[config.mk]
export PLATFORM = sky130hd
export DESIGN_NAME = check_prime_seq_flat
export DESIGN_NICKNAME = d
export VERILOG_FILES = /design/src/rtl/check_prime_pkg.sv /design/src/rtl/check_prime_seq_if.sv /design/src/rtl/mod_serial.sv /design/src/rtl/check_prime_seq.sv /design/src/flat_wrapper.sv
export SDC_FILE = /design/constraint.sdc
export NUM_CORES = 1
export LEC_CHECK = 0
export CAP_MARGIN = 20
export CORE_MARGIN = 1.5
export CORE_UTILIZATION = 50
export DETAILED_ROUTE_END_ITERATION = 8
export DONT_BUFFER_PORTS = 1
export PLACE_DENSITY = 0.74
export SETUP_SLACK_MARGIN = 0.5
export SYNTH_ARGS = -nofsm -noshare
export SYNTH_HDL_FRONTEND = slang
export SYNTH_SLANG_ARGS = --single-unit
[constraint.sdc]
create_clock -name clk -period 10.1 [get_ports clk]
set_clock_uncertainty 0.1 [all_clocks]
set_input_delay 0.505 -clock clk [delete_from_list [all_inputs] [get_ports clk]]
set_output_delay 0.505 -clock clk [all_outputs]
set_load 0.02 [all_outputs]
[src/rtl/check_prime_pkg.sv]
// check_prime_pkg: shared FSM state type, latency width and sizing helpers
// for the sequential trial-division prime checker.
package check_prime_pkg;

    localparam int LAT_W = 32;

    typedef enum logic [2:0] {
        ST_IDLE,
        ST_CHECK,
        ST_DIV,
        ST_NEXT,
        ST_DONE
    } state_t;

    // Width of the divisor register: enough for the largest odd divisor plus 2.
    function automatic int half_w(input int w);
        return (w + 1) / 2 + 1;
    endfunction

    // Largest odd d with d*d <= 2^w - 1 (integer square root, rounded down to odd).
    function automatic int dmax(input int w);
        longint unsigned maxv;
        longint unsigned root;
        longint unsigned trial;
        maxv = (64'd1 << w) - 64'd1;
        root = 64'd0;
        for (int b = 16; b >= 0; b--) begin
            trial = root | (64'd1 << b);
            if (trial * trial <= maxv) begin
                root = trial;
            end
        end
        if (root[0] == 1'b0) begin
            root = root - 64'd1;
        end
        return int'(root);
    endfunction

    // Number of odd divisors 3..dmax tested by a constant-time check.
    function automatic int nct(input int w);
        return (dmax(w) - 1) / 2;
    endfunction

endpackage

[src/rtl/check_prime_seq_if.sv]
// check_prime_seq_if: start/done handshake, candidate and result bundle
// between a requester (master) and the prime checker (slave).
interface check_prime_seq_if #(
    parameter int WIDTH = 8
);
    logic                              start;
    logic [WIDTH-1:0]                  num;
    logic                              busy;
    logic                              done;
    logic                              is_prime;
    logic [check_prime_pkg::LAT_W-1:0] lat_cycles;

    modport master (
        output start,
        output num,
        input  busy,
        input  done,
        input  is_prime,
        input  lat_cycles
    );

    modport slave (
        input  start,
        input  num,
        output busy,
        output done,
        output is_prime,
        output lat_cycles
    );
endinterface

[src/rtl/mod_serial.sv]
// mod_serial: restoring shift-subtract remainder unit. A load performs the
// first bit step from the num/d inputs directly, the remaining WIDTH-1 steps
// follow on the captured operands, so valid rises after exactly WIDTH cycles.
module mod_serial
    import check_prime_pkg::*;
#(
    parameter  int WIDTH = 8,
    localparam int HW    = half_w(WIDTH)
) (
    input  logic             clk,
    input  logic             rst_n,
    input  logic             load,
    input  logic [WIDTH-1:0] num,
    input  logic [HW-1:0]    d,
    output logic [WIDTH-1:0] rem,
    output logic             valid
);
    localparam int CW = $clog2(WIDTH + 1);

    logic [WIDTH-1:0] r_q;
    logic [WIDTH-1:0] r_rem;
    logic [HW-1:0]    r_dv;
    logic [CW-1:0]    r_cnt;
    logic             r_valid;

    logic [WIDTH-1:0] w_src_rem;
    logic             w_src_bit;
    logic [HW-1:0]    w_src_d;
    logic [WIDTH:0]   w_part;
    logic [WIDTH-1:0] w_diff;
    logic [WIDTH-1:0] w_step;

    // One restoring step: shift in the next dividend bit, subtract d if it fits.
    always_comb begin
        w_src_rem = load ? '0 : r_rem;
        w_src_bit = load ? num[WIDTH-1] : r_q[WIDTH-1];
        w_src_d   = load ? d : r_dv;
        w_part    = {w_src_rem, w_src_bit};
        w_diff    = w_part[WIDTH-1:0] - WIDTH'(w_src_d);
        w_step    = (w_part >= (WIDTH+1)'(w_src_d)) ? w_diff : w_part[WIDTH-1:0];
    end

    // Operand capture on load, then one quotient bit per cycle until the count empties.
    always_ff @(posedge clk or negedge rst_n) begin
        if (!rst_n) begin
            r_q     <= '0;
            r_rem   <= '0;
            r_dv    <= '0;
            r_cnt   <= '0;
            r_valid <= 1'b0;
        end else if (load) begin
            r_q     <= {num[WIDTH-2:0], 1'b0};
            r_dv    <= d;
            r_rem   <= w_step;
            r_cnt   <= CW'(WIDTH - 1);
            r_valid <= 1'b0;
        end else if (r_cnt != '0) begin
            r_q     <= {r_q[WIDTH-2:0], 1'b0};
            r_rem   <= w_step;
            r_cnt   <= r_cnt - CW'(1);
            r_valid <= (r_cnt == CW'(1));
        end
    end

    assign rem   = r_rem;
    assign valid = r_valid;

endmodule

[src/rtl/check_prime_seq.sv]
// check_prime_seq: sequential primality checker using trial division by odd
// divisors through mod_serial, with a start/done handshake and per-check
// latency reporting. Defining CHECK_PRIME_CONST_TIME_EN makes every check run
// all odd divisors up to dmax(WIDTH) so latency is independent of the input.
module check_prime_seq
    import check_prime_pkg::*;
#(
    parameter int WIDTH = 8
) (
    input  logic             clk,
    input  logic             rst_n,
    check_prime_seq_if.slave bus
);
    localparam int HW  = half_w(WIDTH);
    localparam int SQW = 2 * HW;

    state_t           r_state;
    state_t           w_next_state;

    logic [WIDTH-1:0] r_num;
    logic [HW-1:0]    r_d;
    logic [LAT_W-1:0] r_cnt;
    logic [LAT_W-1:0] r_lat;
    logic             r_is_prime;

    logic [HW-1:0]    w_d_load;
    logic [SQW-1:0]   w_num_ext;
    logic [SQW-1:0]   w_dsq_cur;
    logic [WIDTH-1:0] w_rem;
    logic             w_rem_valid;
    logic             w_divides;
    logic             w_trivial;
    logic             w_trivial_prime;
    logic             w_accept;
    logic             w_busy;
    logic             w_load;
    logic             w_enter_done;
    logic             w_result;

`ifdef CHECK_PRIME_CONST_TIME_EN
    localparam logic [HW-1:0] DMAX_D = HW'(dmax(WIDTH));
    logic             r_composite;
`else
    logic [SQW-1:0]   w_dsq_load;
    assign w_dsq_load = SQW'(w_d_load) * SQW'(w_d_load);
`endif

    assign w_num_ext       = SQW'(r_num);
    assign w_dsq_cur       = SQW'(r_d) * SQW'(r_d);
    assign w_d_load        = (r_state == ST_CHECK) ? HW'(3) : (r_d + HW'(2));
    assign w_divides       = (w_rem == '0) && (w_dsq_cur <= w_num_ext);
    assign w_trivial       = (r_num < WIDTH'(4)) || !r_num[0];
    assign w_trivial_prime = (r_num == WIDTH'(2)) || (r_num == WIDTH'(3));
    assign w_accept        = bus.start && ((r_state == ST_IDLE) || (r_state == ST_DONE));

    mod_serial #(
        .WIDTH(WIDTH)
    ) u_mod_serial (
        .clk   (clk),
        .rst_n (rst_n),
        .load  (w_load),
        .num   (r_num),
        .d     (w_d_load),
        .rem   (w_rem),
        .valid (w_rem_valid)
    );

    // State register; reset drops any check in flight.
    always_ff @(posedge clk or negedge rst_n) begin
        if (!rst_n) begin
            r_state <= ST_IDLE;
        end else begin
            r_state <= w_next_state;
        end
    end

    // Next-state logic: trivial/early exits from CHECK and NEXT, DIV waits on the remainder.
    always_comb begin
        w_next_state = r_state;
        case (r_state)
            ST_IDLE: begin
                if (w_accept) begin
                    w_next_state = ST_CHECK;
                end
            end
            ST_CHECK: begin
`ifdef CHECK_PRIME_CONST_TIME_EN
                w_next_state = ST_DIV;
`else
                if (w_trivial || (w_dsq_load > w_num_ext)) begin
                    w_next_state = ST_DONE;
                end else begin
                    w_next_state = ST_DIV;
                end
`endif
            end
            ST_DIV: begin
                if (w_rem_valid) begin
                    w_next_state = ST_NEXT;
                end
            end
            ST_NEXT: begin
`ifdef CHECK_PRIME_CONST_TIME_EN
                if (r_d == DMAX_D) begin
                    w_next_state = ST_DONE;
                end else begin
                    w_next_state = ST_DIV;
                end
`else
                if (w_divides || (w_dsq_load > w_num_ext)) begin
                    w_next_state = ST_DONE;
                end else begin
                    w_next_state = ST_DIV;
                end
`endif
            end
            ST_DONE: begin
                w_next_state = w_accept ? ST_CHECK : ST_IDLE;
            end
            default: begin
                w_next_state = ST_IDLE;
            end
        endcase
    end

    // Outputs and control strobes decoded from the current and next state.
    always_comb begin
        w_busy         = (r_state == ST_CHECK) || (r_state == ST_DIV) || (r_state == ST_NEXT);
        w_load         = ((r_state == ST_CHECK) || (r_state == ST_NEXT)) && (w_next_state == ST_DIV);
        w_enter_done   = ((r_state == ST_CHECK) || (r_state == ST_NEXT)) && (w_next_state == ST_DONE);
        bus.busy       = w_busy;
        bus.done       = (r_state == ST_DONE);
        bus.is_prime   = r_is_prime;
        bus.lat_cycles = r_lat;
    end

    // Verdict presented on the edge entering DONE.
    always_comb begin
        w_result = 1'b0;
`ifdef CHECK_PRIME_CONST_TIME_EN
        if (w_trivial) begin
            w_result = w_trivial_prime;
        end else begin
            w_result = !(r_composite || w_divides);
        end
`else
        if (r_state == ST_CHECK) begin
            w_result = w_trivial ? w_trivial_prime : 1'b1;
        end else begin
            w_result = !w_divides;
        end
`endif
    end

    // Operand capture, divisor stepping, cycle counting and result registers.
    always_ff @(posedge clk or negedge rst_n) begin
        if (!rst_n) begin
            r_num      <= '0;
            r_d        <= '0;
            r_cnt      <= '0;
            r_lat      <= '0;
            r_is_prime <= 1'b0;
`ifdef CHECK_PRIME_CONST_TIME_EN
            r_composite <= 1'b0;
`endif
        end else begin
            if (w_accept) begin
                r_num      <= bus.num;
                r_cnt      <= LAT_W'(1);
                r_lat      <= '0;
                r_is_prime <= 1'b0;
`ifdef CHECK_PRIME_CONST_TIME_EN
                r_composite <= 1'b0;
`endif
            end else if (w_busy) begin
                r_cnt <= r_cnt + LAT_W'(1);
            end
            if (w_load) begin
                r_d <= w_d_load;
            end
            if (w_enter_done) begin
                r_lat      <= r_cnt + LAT_W'(1);
                r_is_prime <= w_result;
            end
`ifdef CHECK_PRIME_CONST_TIME_EN
            if ((r_state == ST_NEXT) && w_divides) begin
                r_composite <= 1'b1;
            end
`endif
        end
    end

endmodule

[src/flat_wrapper.sv]
// flat-port wrapper written by rule: the top's interface ports become plain ports
module check_prime_seq_flat import check_prime_pkg::*;
#(
    parameter int WIDTH = 8
)
  (clk, rst_n, bus_start, bus_num, bus_busy, bus_done, bus_is_prime, bus_lat_cycles);
  check_prime_seq_if #(.WIDTH(WIDTH)) bus_i ();
  input  logic clk;
  input  logic rst_n;
  input wire logic [$bits(bus_i.start)-1:0] bus_start;
  input wire logic [$bits(bus_i.num)-1:0] bus_num;
  output wire logic [$bits(bus_i.busy)-1:0] bus_busy;
  output wire logic [$bits(bus_i.done)-1:0] bus_done;
  output wire logic [$bits(bus_i.is_prime)-1:0] bus_is_prime;
  output wire logic [$bits(bus_i.lat_cycles)-1:0] bus_lat_cycles;
  assign bus_i.start = bus_start;
  assign bus_i.num = bus_num;
  assign bus_busy = bus_i.busy;
  assign bus_done = bus_i.done;
  assign bus_is_prime = bus_i.is_prime;
  assign bus_lat_cycles = bus_i.lat_cycles;
  check_prime_seq #(.WIDTH(WIDTH)) u_core (.clk(clk), .rst_n(rst_n), .bus(bus_i));
endmodule
==> run summary <==
Status - complete, but fails checks
Failing checks - hold timing
TritonCTS clock tree - done
Post-synthesis cell type count - 64
Most instantiated library cell after synthesis - dfrtp_1
Max-cap violations - 0
Syn_area_per_cell - 8.91 sq um
Routed wire length - 14500 um
Placer Congestion - 0.871
Via density - 5.79
Post-Syn Nets - 823
Critical Path RT - 10270 ps
Final setup fails - 0
Number of global-route vias before repair - 5228
Largest net degree at the start of global routing - 107
Core Area - 13200 sq um
Clk pwr share - 16.7%
Count of final hold-check violations - 1
Global-route wire length before repair - 25300 um
Synth Cell Area - 6770 sq um
Initial antenna violation count - 0
Psw - 0.00104 W
Peak VDD IR - 0.149 mV
Fin nets - 801
Clk pin slew, worst setup/hold paths - 70 ps
Post-Syn Instances - 760
Area of the die - 14300 sq um
Worst-path cell with the longest stage delay - nor3_1
P&R area growth vs syn - 6.98%
Fmax - 119 MHz
Critical path class - flop to flop
Primary FF master, synth - dfrtp_1
Leakage power - 3.26 nW
Port buffer count - 0
DR iter-0 viols - 300
Top cells by area, synth - dfrtp_1 (39%), ha_1 (8.3%), o21ai_0 (7.1%)
# DRC - 0
GRT Overall Usage - 21.7%
DRT Pass-1 Iters - 4
FFs w/ async S/R, synth - 100%
Seq/Total Area, Yosys - 39.2%
Most frequent cells after synthesis - dfrtp_1 (106), o21ai_0 (96), nand2_1 (65)
Internal - 0.00130 W
Initial core utilization - 51.2%
Cell Pwr Density - 323 nW/um^2
RSZ-0062 raised after global routing - no
Combinational Power Share - 51.3%
Setup TNS Final - 0 ps
Hold WC Path Type - input port to asynchronous set/reset pin
# Post-CTS Setup Buffers - 0
Cts bufs inserted - 9
Flop pwr share - 32.0%
Slew @ Worst Pin - 946 ps
Critical path startpoint category - flop
Post-route antenna net violation count - 0
Synth area leader - dfrtp_1
Max_slew headroom - 36.5%
Avg WL per Cell - 15.8 um
H-tree levels - 3
#FFs+latches synth - 106
Yosys warning count - 0
CP Capture Type - flop
Die W - 119 um
EDFF count, synth - 0
Post-detail-place hpwl - 10500 um
Clk_lat worst skew - 350 ps
Final min period - 8430 ps
Worst-case clock buffer depth - 2
Critical Path Max Stage Delay - 810 ps
Switching Share - 44.6%
Via count - 5317
Root Buffer - clkbuf_16
Share of cells above drive strength 1 - 6.46%
Diodes inserted - 0
Fin area - 7250 sq um
Site row count - 42
Clock net sink count - 106
Placed Area - 6880 sq um
Final period util - 83.5%
Crit Path Max Fanout - 21
Slew Viols, Final - 0
WHS - -0.0936 ps
Top-area cell type share of the netlist area - 39.2%
Die H - 119 um
Num ports - 46
GRT overflow - 0
CP Data Arrival Time - 8600 ps
## worst max-delay path: cells and delay by family, from the launching register on
| family | cells | cell delay, ps |
|---|---|---|
| XOR/XNOR | 1 | 130 |
| buffers and inverters | 5 | 830 |
| multiplexers | 1 | 350 |
| AO/OA/AOI/OAI | 13 | 2330 |
| flip-flops | 1 | 480 |
| adder cells (fa/ha/maj) | 6 | 2300 |
| AND/OR/NAND/NOR | 6 | 1800 |
## kinds of logic after synthesis
group                      share of synthesized area, %
xor gates and xnor gates                           5.69
and+or+nand+nor                                    19.2
AOI/OAI and AO/OA                                  17.2
buffers and inverters                              4.86
adders and majority gates                          10.4
muxes                                              3.56
DFF                                                39.2
## per-stage QoR
step / total power (W) / util, % / worst slack, ps / cells
2_1_floorplan: 0.00166 / - / 2430 / 760
3_3_place_gp: 0.00189 / 52.0 / 1910 / 902
3_5_place_dp: 0.00194 / 52.0 / 1700 / 902
4_1_cts: 0.00235 / 54.7 / 1650 / 919
5_1_grt: 0.00256 / 54.7 / 847 / 919
6_report: 0.00234 / 54.7 / 1670 / 919
## metal layers
metal | GRT usage, % | share of wire, % | vias up
met1 | 30.4 | 47 | 2587
li1 | - | - | 2624
met2 | 34.8 | 48 | 90
met4 | 5.88 | 1.1 | 0
met3 | 4.12 | 4.3 | 16
met5 | 0 | 0 | -
## sequential cells by signal, indices dropped and copies added, names as in the netlist, 3 cells and up
| signal | cells |
|---|---|
| u_core.r_cnt | 32 |
| u_core.bus.lat_cycles | 32 |
| u_core.u_mod_serial.r_q | 7 |
| u_core.r_num | 8 |
| u_core.r_d | 5 |
| u_core.r_state | 3 |
| u_core.u_mod_serial.r_dv | 5 |
| u_core.u_mod_serial.rem | 8 |
| u_core.u_mod_serial.r_cnt | 4 |
## layout by cell type (no fill, tap or decap), types with 4 or more instances in the layout
cell type  netlist  routed
xor2_1          17      17
o21ai_0         96      95
nand2b_1         5       5
a211oi_1         5       5
nor3_1          11      11
nor2_1          56      56
a21o_1           9       9
and3_1          16      16
mux2_2           9       9
a21boi_0         4       4
inv_1           40      40
nand4_1          7       7
nor2b_1         17      17
nand3_1         50      50
xnor2_1         27      27
fa_1             7       7
dfrtp_1        106     106
and4_1           4       4
and2_1           9       9
buf_4            1       7
a31oi_1          4       4
nand2_1         65      65
o31ai_1         14      14
ha_1            45      45
a21oi_1         35      34
nor4_1           5       5
mux2i_1         14      14
clkbuf_16        0       9
## path summary, 6_finish.rpt
check,start,endpoint,slack [ps],cells after the start
max in group asynchronous,rst_n,u_core.u_mod_serial.rem[1],9510,1
hold / removal,rst_n,u_core.u_mod_serial.r_q[6],-0.09,1
hold reg to reg,u_core.u_mod_serial.r_q[7],u_core.u_mod_serial.r_q[7],390,2
setup reg to reg,u_core.r_state[2],u_core.u_mod_serial.rem[0],1670,32
setup / recovery,u_core.r_state[2],u_core.u_mod_serial.rem[0],1670,32
min in group clk,bus_start,u_core.r_cnt[2],140,1
## power groups by stage
| stage | Clock [W] | Sequential (W) | Combinational [W] |
|---|---|---|---|
| 2_1_floorplan | 0 | 0.000695 | 0.000968 |
| 3_3_place_gp | 0 | 0.000748 | 0.00114 |
| 3_5_place_dp | 0 | 0.000754 | 0.00118 |
| 4_1_cts | 0.000397 | 0.000747 | 0.00120 |
| 5_1_grt | 0.000414 | 0.000770 | 0.00137 |
| 6_report | 0.000391 | 0.000749 | 0.00120 |
## area by class of cell
class / instances / area (sq um)
Clock inverter: 4 / 80.1
Multi-Input combinational cell: 573 / 3810
Tap cell: 176 / 220
Clock buffer: 12 / 256
Timing Repair Buffer: 8 / 80.1
Sequential cell: 106 / 2650
Inverter: 40 / 150
Fill cell: 1190 / 6000
## timing repair
action                                  CTS  global route
gates resized for setup                   0             0
endpoints found under the hold margin   106             0
hold buffers                              1             0
endpoints found under the setup margin    0             0
Note: power is estimated with default switching activity, not from simulation.
